===== src/rtl/mult_err_pkg.sv =====
// Shared types and default sizing for the approximate-multiplier error sweeper.
package mult_err_pkg;

   typedef enum logic [1:0] {IDLE, SWEEP, DRAIN, DONE} sweep_state_t;

   localparam int DEF_W     = 8;
   localparam int DEF_LAT   = 3;
   localparam int DEF_ACC_W = 4 * DEF_W;

endpackage


===== src/rtl/err_delay_line.sv =====
// LAT-stage shift register carrying {valid, a, b} alongside the DUT pipeline.
// LAT = 0 degenerates to a wire so a combinational DUT is scored in the issue cycle.
module err_delay_line #(
   parameter int W   = 8,
   parameter int LAT = 3
) (
   input  logic         clk,
   input  logic         rst,
   input  logic         vld_i,
   input  logic [W-1:0] a_i,
   input  logic [W-1:0] b_i,
   output logic         vld_o,
   output logic [W-1:0] a_o,
   output logic [W-1:0] b_o
);

   if (LAT == 0) begin : g_pass
      logic unused_clk_rst;
      assign unused_clk_rst = clk ^ rst;
      assign vld_o = vld_i;
      assign a_o   = a_i;
      assign b_o   = b_i;
   end else begin : g_pipe
      logic         vld_q [LAT];
      logic [W-1:0] a_q   [LAT];
      logic [W-1:0] b_q   [LAT];

      always_ff @(posedge clk or posedge rst) begin
         if (rst) begin
            for (int i = 0; i < LAT; i++) begin
               vld_q[i] <= 1'b0;
               a_q[i]   <= '0;
               b_q[i]   <= '0;
            end
         end else begin
            vld_q[0] <= vld_i;
            a_q[0]   <= a_i;
            b_q[0]   <= b_i;
            for (int i = 1; i < LAT; i++) begin
               vld_q[i] <= vld_q[i-1];
               a_q[i]   <= a_q[i-1];
               b_q[i]   <= b_q[i-1];
            end
         end
      end

      assign vld_o = vld_q[LAT-1];
      assign a_o   = a_q[LAT-1];
      assign b_o   = b_q[LAT-1];
   end

endmodule


===== src/rtl/mult_err_sweeper.sv =====
// Exhaustive operand sweep of a LAT-cycle multiplier, accumulating error metrics.
// Define MULT_ERR_WCE_CAPTURE_EN to add wce_a/wce_b worst-case operand capture.
module mult_err_sweeper
   import mult_err_pkg::*;
#(
   parameter int W     = DEF_W,
   parameter int LAT   = DEF_LAT,
   parameter int ACC_W = DEF_ACC_W
) (
   input  logic             clk,
   input  logic             rst,
   input  logic             start,
   output logic             busy,
   output logic             done,
   output logic [W-1:0]     op_a,
   output logic [W-1:0]     op_b,
   input  logic [2*W-1:0]   dut_y,
   output logic [ACC_W-1:0] sum_ed,
   output logic [2*W-1:0]   max_ed,
   output logic [2*W:0]     err_cnt,
   output logic [2*W:0]     pair_cnt
`ifdef MULT_ERR_WCE_CAPTURE_EN
   ,
   output logic [W-1:0]     wce_a,
   output logic [W-1:0]     wce_b
`endif
);

   localparam int PW   = 2 * W;
   localparam int CW   = 2 * W + 1;
   localparam int DC_W = (LAT > 1) ? $clog2(LAT) : 1;
   localparam int DL   = (LAT > 0) ? LAT - 1 : 0;
   localparam logic [DC_W-1:0] DRAIN_LAST = DC_W'(DL);
   localparam logic [W-1:0]    OP_MAX     = '1;

   function automatic logic [PW-1:0] abs_ed(input logic [PW-1:0] y, input logic [PW-1:0] x);
      logic signed [PW:0] diff;
      diff = $signed({1'b0, y}) - $signed({1'b0, x});
      abs_ed = diff[PW] ? PW'(-diff) : diff[PW-1:0];
   endfunction

   sweep_state_t    state_q;
   logic [W-1:0]    a_q, b_q;
   logic            busy_q, done_q;
   logic [DC_W-1:0] drain_q;

   logic start_acc;
   logic last_pair;
   assign start_acc = start && ((state_q == IDLE) || (state_q == DONE));
   assign last_pair = (a_q == OP_MAX) && (b_q == OP_MAX);

   always_ff @(posedge clk or posedge rst) begin
      if (rst) begin
         state_q <= IDLE;
         a_q     <= '0;
         b_q     <= '0;
         busy_q  <= 1'b0;
         done_q  <= 1'b0;
         drain_q <= '0;
      end else begin
         case (state_q)
            IDLE, DONE: begin
               if (start) begin
                  state_q <= SWEEP;
                  a_q     <= '0;
                  b_q     <= '0;
                  busy_q  <= 1'b1;
                  done_q  <= 1'b0;
                  drain_q <= '0;
               end
            end
            SWEEP: begin
               if (last_pair) begin
                  if (LAT == 0) begin
                     state_q <= DONE;
                     busy_q  <= 1'b0;
                     done_q  <= 1'b1;
                  end else begin
                     state_q <= DRAIN;
                  end
               end else begin
                  b_q <= b_q + W'(1);
                  if (b_q == OP_MAX) a_q <= a_q + W'(1);
               end
            end
            DRAIN: begin
               if (drain_q == DRAIN_LAST) begin
                  state_q <= DONE;
                  busy_q  <= 1'b0;
                  done_q  <= 1'b1;
               end else begin
                  drain_q <= drain_q + DC_W'(1);
               end
            end
            default: state_q <= IDLE;
         endcase
      end
   end

   logic         dl_vld;
   logic [W-1:0] dl_a, dl_b;

   err_delay_line #(.W(W), .LAT(LAT)) u_dl (
      .clk   (clk),
      .rst   (rst),
      .vld_i (state_q == SWEEP),
      .a_i   (a_q),
      .b_i   (b_q),
      .vld_o (dl_vld),
      .a_o   (dl_a),
      .b_o   (dl_b)
   );

   // Score stage: the delayed operands line up with the DUT result this cycle.
   logic [PW-1:0]    exact, ed;
   logic [ACC_W-1:0] sum_q, sum_d;
   logic [PW-1:0]    max_q, max_d;
   logic [CW-1:0]    err_q, err_d, pair_q, pair_d;

   assign exact = PW'(dl_a) * PW'(dl_b);
   assign ed    = abs_ed(dut_y, exact);

   always_comb begin
      sum_d  = sum_q;
      max_d  = max_q;
      err_d  = err_q;
      pair_d = pair_q;
      if (start_acc) begin
         sum_d  = '0;
         max_d  = '0;
         err_d  = '0;
         pair_d = '0;
      end else if (dl_vld) begin
         sum_d  = sum_q + ACC_W'(ed);
         if (ed > max_q) max_d = ed;
         if (ed != '0) err_d = err_q + CW'(1);
         pair_d = pair_q + CW'(1);
      end
   end

   always_ff @(posedge clk or posedge rst) begin
      if (rst) begin
         sum_q  <= '0;
         max_q  <= '0;
         err_q  <= '0;
         pair_q <= '0;
      end else begin
         sum_q  <= sum_d;
         max_q  <= max_d;
         err_q  <= err_d;
         pair_q <= pair_d;
      end
   end

`ifdef MULT_ERR_WCE_CAPTURE_EN
   logic [W-1:0] wa_q, wa_d, wb_q, wb_d;

   // Only a strictly larger error moves the capture; ties keep the first pair.
   always_comb begin
      wa_d = wa_q;
      wb_d = wb_q;
      if (start_acc) begin
         wa_d = '0;
         wb_d = '0;
      end else if (dl_vld && (ed > max_q)) begin
         wa_d = dl_a;
         wb_d = dl_b;
      end
   end

   always_ff @(posedge clk or posedge rst) begin
      if (rst) begin
         wa_q <= '0;
         wb_q <= '0;
      end else begin
         wa_q <= wa_d;
         wb_q <= wb_d;
      end
   end

   assign wce_a = wa_q;
   assign wce_b = wb_q;
`endif

   assign busy     = busy_q;
   assign done     = done_q;
   assign op_a     = a_q;
   assign op_b     = b_q;
   assign sum_ed   = sum_q;
   assign max_ed   = max_q;
   assign err_cnt  = err_q;
   assign pair_cnt = pair_q;

endmodule


===== config.mk =====
export PLATFORM = sky130hd
export DESIGN_NAME = mult_err_sweeper
export DESIGN_NICKNAME = d
export VERILOG_FILES = /design/src/rtl/mult_err_pkg.sv /design/src/rtl/err_delay_line.sv /design/src/rtl/mult_err_sweeper.sv
export SDC_FILE = /design/constraint.sdc
export NUM_CORES = 1
export LEC_CHECK = 0
export ABC_AREA = 1
export BUFFER_PORTS_ARGS = -buffer_cell sky130_fd_sc_hd__buf_2
export CORE_ASPECT_RATIO = 0.9
export CORE_MARGIN = 2
export CORE_UTILIZATION = 45
export DETAILED_ROUTE_END_ITERATION = 8
export GPL_TIMING_DRIVEN = 0
export MAX_ROUTING_LAYER = met4
export PLACE_DENSITY = 0.77
export SYNTH_ARGS = -nofsm -noshare
export SYNTH_HDL_FRONTEND = slang
export SYNTH_SLANG_ARGS = --single-unit

===== constraint.sdc =====
create_clock -name clk -period 6 [get_ports clk]
set_clock_uncertainty 0.1 [all_clocks]
set_input_delay 1.2 -clock clk [delete_from_list [all_inputs] [get_ports clk]]
set_output_delay 1.2 -clock clk [all_outputs]
set_load 0.005 [all_outputs]

==> results of run 1 <==
[per-stage QoR]
step	hold slack [ps]	TNS, ps
finish	246	-11750
global route	253	-21970
CTS	247	-9740
detailed placement	235	-42100
global placement	231	-217530
floorplan	231	-7410
[state kept, by name (all words and copies together) (netlist names)]
register and flops:
max_ed 16, err_cnt 17, state_q 2, op_b 8, sum_ed 32, u_dl.vld_o 1, busy 1, done 1
u_dl.b_o 8, pair_cnt 17, drain_q 2, op_a 8, u_dl.g_pipe.b_q 16, u_dl.a_o 8, u_dl.g_pipe.a_q 16, u_dl.g_pipe.vld_q 2
[synthesized netlist by cell type (all sizes together), types with 3 or more instances]
master | count | area [um^2]
nand4 | 33 | 206
xnor2 | 5 | 43.8
and3 | 3 | 18.8
a21oi | 69 | 353
nor4 | 4 | 25.0
dfrtp | 155 | 3880
o31ai | 3 | 22.5
nor3 | 34 | 170
nand3 | 106 | 583
nor2 | 119 | 472
buf | 8 | 78.8
nand3b | 3 | 22.5
o21ai | 64 | 320
inv | 303 | 1140
nor3b | 3 | 22.5
ha | 81 | 1010
o21bai | 3 | 22.5
nand2 | 402 | 1600
clkbuf | 28 | 105
a31oi | 4 | 25.0
fa | 50 | 1000
xor2 | 12 | 113
[routing by layer]
metal / part of all wire / up-vias
met1: 0.41 / 5228
met2: 0.51 / 367
met3: 0.064 / 61
li1: - / 5173
met4: 0.020 / 0
met5: 0 / -
[where the power goes]
group / internal (mW) / total, mW / switching, mW
clock: 0.619 / 1.08 / 0.458
combinational: 1.17 / 2.86 / 1.69
sequential: 1.23 / 1.44 / 0.214
total: 3.01 / 5.38 / 2.36
[final timing paths]
check | start | endpoint | depth (start not counted)
setup / recovery | dut_y[6] | sum_ed[26] | 43
hold / removal | u_dl.g_pipe.b_q[22] | u_dl.g_pipe.b_q[14] | 0
setup reg to reg | u_dl.a_o[3] | sum_ed[26] | 39
hold reg to reg | u_dl.g_pipe.b_q[22] | u_dl.g_pipe.b_q[14] | 0
max in group asynchronous | rst | err_cnt[6] | 3
min in group asynchronous | rst | u_dl.g_pipe.b_q[10] | 2
[worst max-delay path, delay by kind of cell]
kind / cells / cell delay (ps)
simple gates: 21 / 1640
fa+ha+maj: 6 / 2550
compound gates: 4 / 560
buf+inv: 12 / 770
[layout make-up]
cell class	count	area (um^2)
fill	2047	9810
multi-input combinational	1018	7510
sequential	155	3890
timing repair buffer	211	1460
inverter	304	1170
tap	342	428
clock buffer	17	425
clock inverter	14	163
buffer	19	130
[kinds of logic after synthesis]
family                   after synthesis
AND/OR/NAND/NOR                      709
adder cells (fa/ha/maj)              131
AO/OA/AOI/OAI                        161
XOR/XNOR                              17
flip-flops                           155
buffers and inverters                340
[timing repair]
item                                   CTS  global route
endpoints found under the hold margin    0             0
buffers inserted                        53            41
gates cloned                             3             0
resized for setup                      142           138
pin swaps                               96            94
setup endpoints to repair               43            43
hold buffers                             0             0
==> flow_metrics.env, run 1 <==
export IMPL_final_area_um2=15200
export IMPL_critPathArrivalTime_ps=6730
export IMPL_cts_tree="done"
export IMPL_maxCapViolations=0
export IMPL_fin_ws_ps=-467
export IMPL_async_flop_share=1.00
export IMPL_syn_avg_cell_area_um2=7.53
export IMPL_gp_congestion=0.919
export IMPL_routed_via_density=5.21
export IMPL_ys_warn_count=0
export IMPL_grtUsageMet2=0.400
export IMPL_crit_fanout=5
export IMPL_cp_start_kind="primary input"
export IMPL_clock_fmax_ghz=0.155
export IMPL_grt_max_degree=94
export IMPL_globalRouteTotalUtil=0.240
export IMPL_hold_viol=0
export IMPL_cts_sinks=155
export IMPL_utilization=0.607
export IMPL_wire_per_inst_um=15.4
export IMPL_clk_pin_slew_ps=60
export IMPL_cts_max_level=4
export IMPL_firstDrtPassIters=5
export IMPL_routed_wl_um=31900
export IMPL_yosys_most_used_dff="dfrtp_1"
export IMPL_cp_common_cell="nand2_2"
export IMPL_vdd_ir_drop_worst_v=0.000251
export IMPL_required_ps=6260
export IMPL_synth_top_family_by_area="simple AND/OR/NAND/NOR gates"
export IMPL_use_met3=0.0471
export IMPL_setup_viol=38
export IMPL_p_leak_nw=7.83
export IMPL_io_buffer_count=118
export IMPL_rows=55
export IMPL_antenna_found_initial=0
export IMPL_clockRootBuffer="clkbuf_16"
export IMPL_rsz0062_at_grt="true"
export IMPL_synth_cells=1513
export IMPL_synth_fp_nets=1663
export IMPL_min_period_over_period=1.08
export IMPL_power_density_nw_per_um2=354
export IMPL_synthSimpleGateAreaFrac=0.275
export IMPL_hold_class="reg2reg"
export IMPL_dieWidth_um=172
export IMPL_min_period_ps=6470
export IMPL_place_area_um2=12800
export IMPL_end_kind="flop"
export IMPL_synth_compound_area_frac=0.0778
export IMPL_synth_area_um2=11400
export IMPL_grt_util_met1=0.298
export IMPL_clk_latency_ps=430
export IMPL_vias=10829
export IMPL_yosysSeqAreaShare=0.340
export IMPL_status="finished with violations"
export IMPL_violations="setup timing"
export IMPL_numCtsBuffers=17
export IMPL_synth_xor_area_frac=0.0137
export IMPL_start_util=0.456
export IMPL_synth_area_mux_share=0
export IMPL_rrSetupSlack_ps=-440
export IMPL_crit_path_max_incr_delay_ps=510
export IMPL_syn2layout_area_growth_pct=33.2
export IMPL_dieArea_um2=26600
export IMPL_synth_fa_ha_area_frac=0.177
export IMPL_dp_slack_ps=-1150
export IMPL_drc=0
export IMPL_nNetsFinal=1876
export IMPL_worstSetupPathType="in2reg"
export IMPL_mostFrequentLayoutCell="nand2_1"
export IMPL_hpwlAfterDp_um=21700
export IMPL_max_slew_margin=0.298
export IMPL_diodes=0
export IMPL_fin_cells=2080
export IMPL_grt_overflow=0
export IMPL_synth_cell_types=49
export IMPL_synth_edf_count=0
export IMPL_io_pin_count=119
export IMPL_tightest_slew_ps=1040
export IMPL_ys_ff_latch=155
export IMPL_slowest_stage="fa_1"
export IMPL_clk_path_buf_depth=2
export IMPL_drive_above_1_share=0.318
export IMPL_grt_pass1_vias=10395
export IMPL_final_cell_mix="nand2_1 (310), inv_1 (260), dfrtp_1 (142)"
export IMPL_die_y_um=155
export IMPL_dp_cells=1974
export IMPL_total_power_mw=5.38
export IMPL_grt_first_pass_wirelength_um=49800
export IMPL_drt_iter0_drc=753
export IMPL_slew_violations=0
export IMPL_busiest_layer="met2"
export IMPL_ant_nets=0
export IMPL_coreArea_um2=25000
No activity file was read; power rests on OpenSTA's default activity.
==> run 2: changes to the inputs <==
--- a/config.mk
+++ b/config.mk
@@ -13,7 +13,7 @@
 export DETAILED_ROUTE_END_ITERATION = 8
 export GPL_TIMING_DRIVEN = 0
 export MAX_ROUTING_LAYER = met4
-export PLACE_DENSITY = 0.77
+export PLACE_DENSITY = 0.75
 export SYNTH_ARGS = -nofsm -noshare
 export SYNTH_HDL_FRONTEND = slang
 export SYNTH_SLANG_ARGS = --single-unit
==> constraint.sdc (replaced) <==
create_clock -name clk -period 7.4 [get_ports clk]
set_clock_uncertainty 0.1 [all_clocks]
set_input_delay 1.48 -clock clk [delete_from_list [all_inputs] [get_ports clk]]
set_output_delay 1.48 -clock clk [all_outputs]
set_load 0.005 [all_outputs]
==> flow_metrics.env, run 2 (synthesis results as in run 1) <==
export IMPL_max_slew_margin=0.410
export IMPL_hold_viol=0
export IMPL_clk_latency_ps=430
export IMPL_maxCapViolations=0
export IMPL_clk_pin_slew_ps=60
export IMPL_required_ps=7620
export IMPL_tightest_slew_ps=884
export IMPL_cts_sinks=155
export IMPL_grt_overflow=0
export IMPL_p_int_mw=2.01
export IMPL_clockRootBuffer="clkbuf_16"
export IMPL_min_period_over_period=0.956
export IMPL_combPwrFrac=0.447
export IMPL_top_layer="met4"
export IMPL_rows=55
export IMPL_io_pin_count=119
export IMPL_p_leak_nw=7.23
export IMPL_die_y_um=155
export IMPL_setup_tns_ps=0
export IMPL_hpwlAfterDp_um=21300
export IMPL_io_buffer_count=118
export IMPL_multi_input_area_um2=6320
export IMPL_ff_latch_area_um2=3880
export IMPL_grt_pass1_vias=9638
export IMPL_worstSetupPathType="in2reg"
export IMPL_start_util=0.456
export IMPL_place_area_um2=12400
export IMPL_dieArea_um2=26600
export IMPL_gp_congestion=0.911
export IMPL_power_switching_mw=1.55
export IMPL_final_area_um2=13200
export IMPL_cts_max_level=4
export IMPL_whs_ps=245
export IMPL_critPathArrivalTime_ps=7290
export IMPL_grt_first_pass_wirelength_um=46300
export IMPL_cp_common_cell="nand2_1"
export IMPL_fin_cells=2010
export IMPL_wl_met1_um=12400
export IMPL_dieWidth_um=172
export IMPL_wl_met3_um=1630
export IMPL_crit_path_max_incr_delay_ps=540
export IMPL_drt_iter0_drc=616
export IMPL_mostFrequentLayoutCell="nand2_1"
export IMPL_cp_start_kind="primary input"
export IMPL_ctsHoldBuffers=0
export IMPL_wire_per_inst_um=13.7
export IMPL_clk_path_buf_depth=2
export IMPL_drc=0
export IMPL_ant_nets=0
export IMPL_setup_viol=0
export IMPL_slew_violations=0
export IMPL_dp_cells=1974
export IMPL_min_period_ps=7070
export IMPL_route_met2_wl_um=13100
export IMPL_cts_tree="done"
export IMPL_vias=10122
export IMPL_final_cell_mix="nand2_1 (372), inv_1 (290), dfrtp_1 (155)"
export IMPL_routed_wl_um=27500
export IMPL_diodes=0
export IMPL_end_kind="flop"
export IMPL_clock_fmax_ghz=0.141
export IMPL_globalRouteTotalUtil=0.221
export IMPL_firstDrtPassIters=5
export IMPL_power_share_clock=0.241
export IMPL_slowest_stage="fa_1"
export IMPL_hold_class="reg2reg"
export IMPL_numCtsBuffers=17
export IMPL_seqPwrFrac=0.312
export IMPL_antenna_found_initial=0
export IMPL_drive_above_1_share=0.146
export IMPL_syn2layout_area_growth_pct=15.7
export IMPL_switching_share=0.435
export IMPL_largest_reg_flops=32
export IMPL_vdd_ir_drop_worst_v=0.000179
export IMPL_fillers=2317
export IMPL_status="finished, final reports clean"
export IMPL_routed_via_density=5.04
export IMPL_grt_max_degree=99
export IMPL_fin_ws_ps=327
export IMPL_crit_fanout=10
export IMPL_coreArea_um2=25000
export IMPL_nNetsFinal=1805
export IMPL_dp_slack_ps=-763
export IMPL_power_density_nw_per_um2=270
-- run 2: power by group through the flow --
stage                     Sequential [mW]  Clock (mW)  Combinational (mW)
after detailed placement             1.13           0                1.53
after floorplan                      1.11           0                1.06
after CTS                            1.11       0.880                1.54
after global routing                 1.13       0.917                1.80
after global placement               1.12           0                1.49
final                                1.11       0.860                1.59
-- run 2: timing repair --
item / in CTS / in global routing
gates resized for setup: 4 / 26
buffers inserted: 0 / 5
endpoints found under the setup margin: 7 / 35
pin swaps: 0 / 4
-- run 2: through the flow --
step                       util  total power [mW]
after global placement    0.497              2.61
final                     0.528              3.56
after floorplan               -              2.17
after detailed placement  0.498              2.66
after global routing      0.528              3.84
after CTS                 0.522              3.54
-- run 2: final timing paths --
kind / start / endpoint / slack, ps / depth (start not counted)
max: dut_y[6] / sum_ed[18] / 330 / 42
min: u_dl.g_pipe.b_q[9] / u_dl.b_o[1] / 240 / 0
max reg2reg: u_dl.a_o[5] / sum_ed[18] / 480 / 41
min reg2reg: u_dl.g_pipe.b_q[9] / u_dl.b_o[1] / 240 / 0
max in group asynchronous: rst / err_cnt[7] / 5250 / 3
min in group asynchronous: rst / u_dl.g_pipe.b_q[11] / 1130 / 2
-- run 2: worst max-delay path, delay by kind of cell --
family                   cells  cell delay, ps
AO/OA/AOI/OAI                4             560
buffers and inverters       12             930
AND/OR/NAND/NOR             20            1600
adder cells (fa/ha/maj)      6            2690
-- run 2: area by class of cell --
cell class | instances | share of cell area
flip-flops and latches | 155 | 0.294
plain buffers | 35 | 0.0139
clock inverters | 14 | 0.0113
well taps | 342 | 0.0325
inverters | 304 | 0.0869
clock buffers | 18 | 0.0325
multi-input cells | 1018 | 0.479
repair buffers | 124 | 0.0497
-- run 2: metal layers --
metal	GRT usage	vias to the layer above
met2	0.356	255
met3	0.0389	21
met1	0.290	4811
met4	0.0585	0
li1	-	5035
met5	-	-
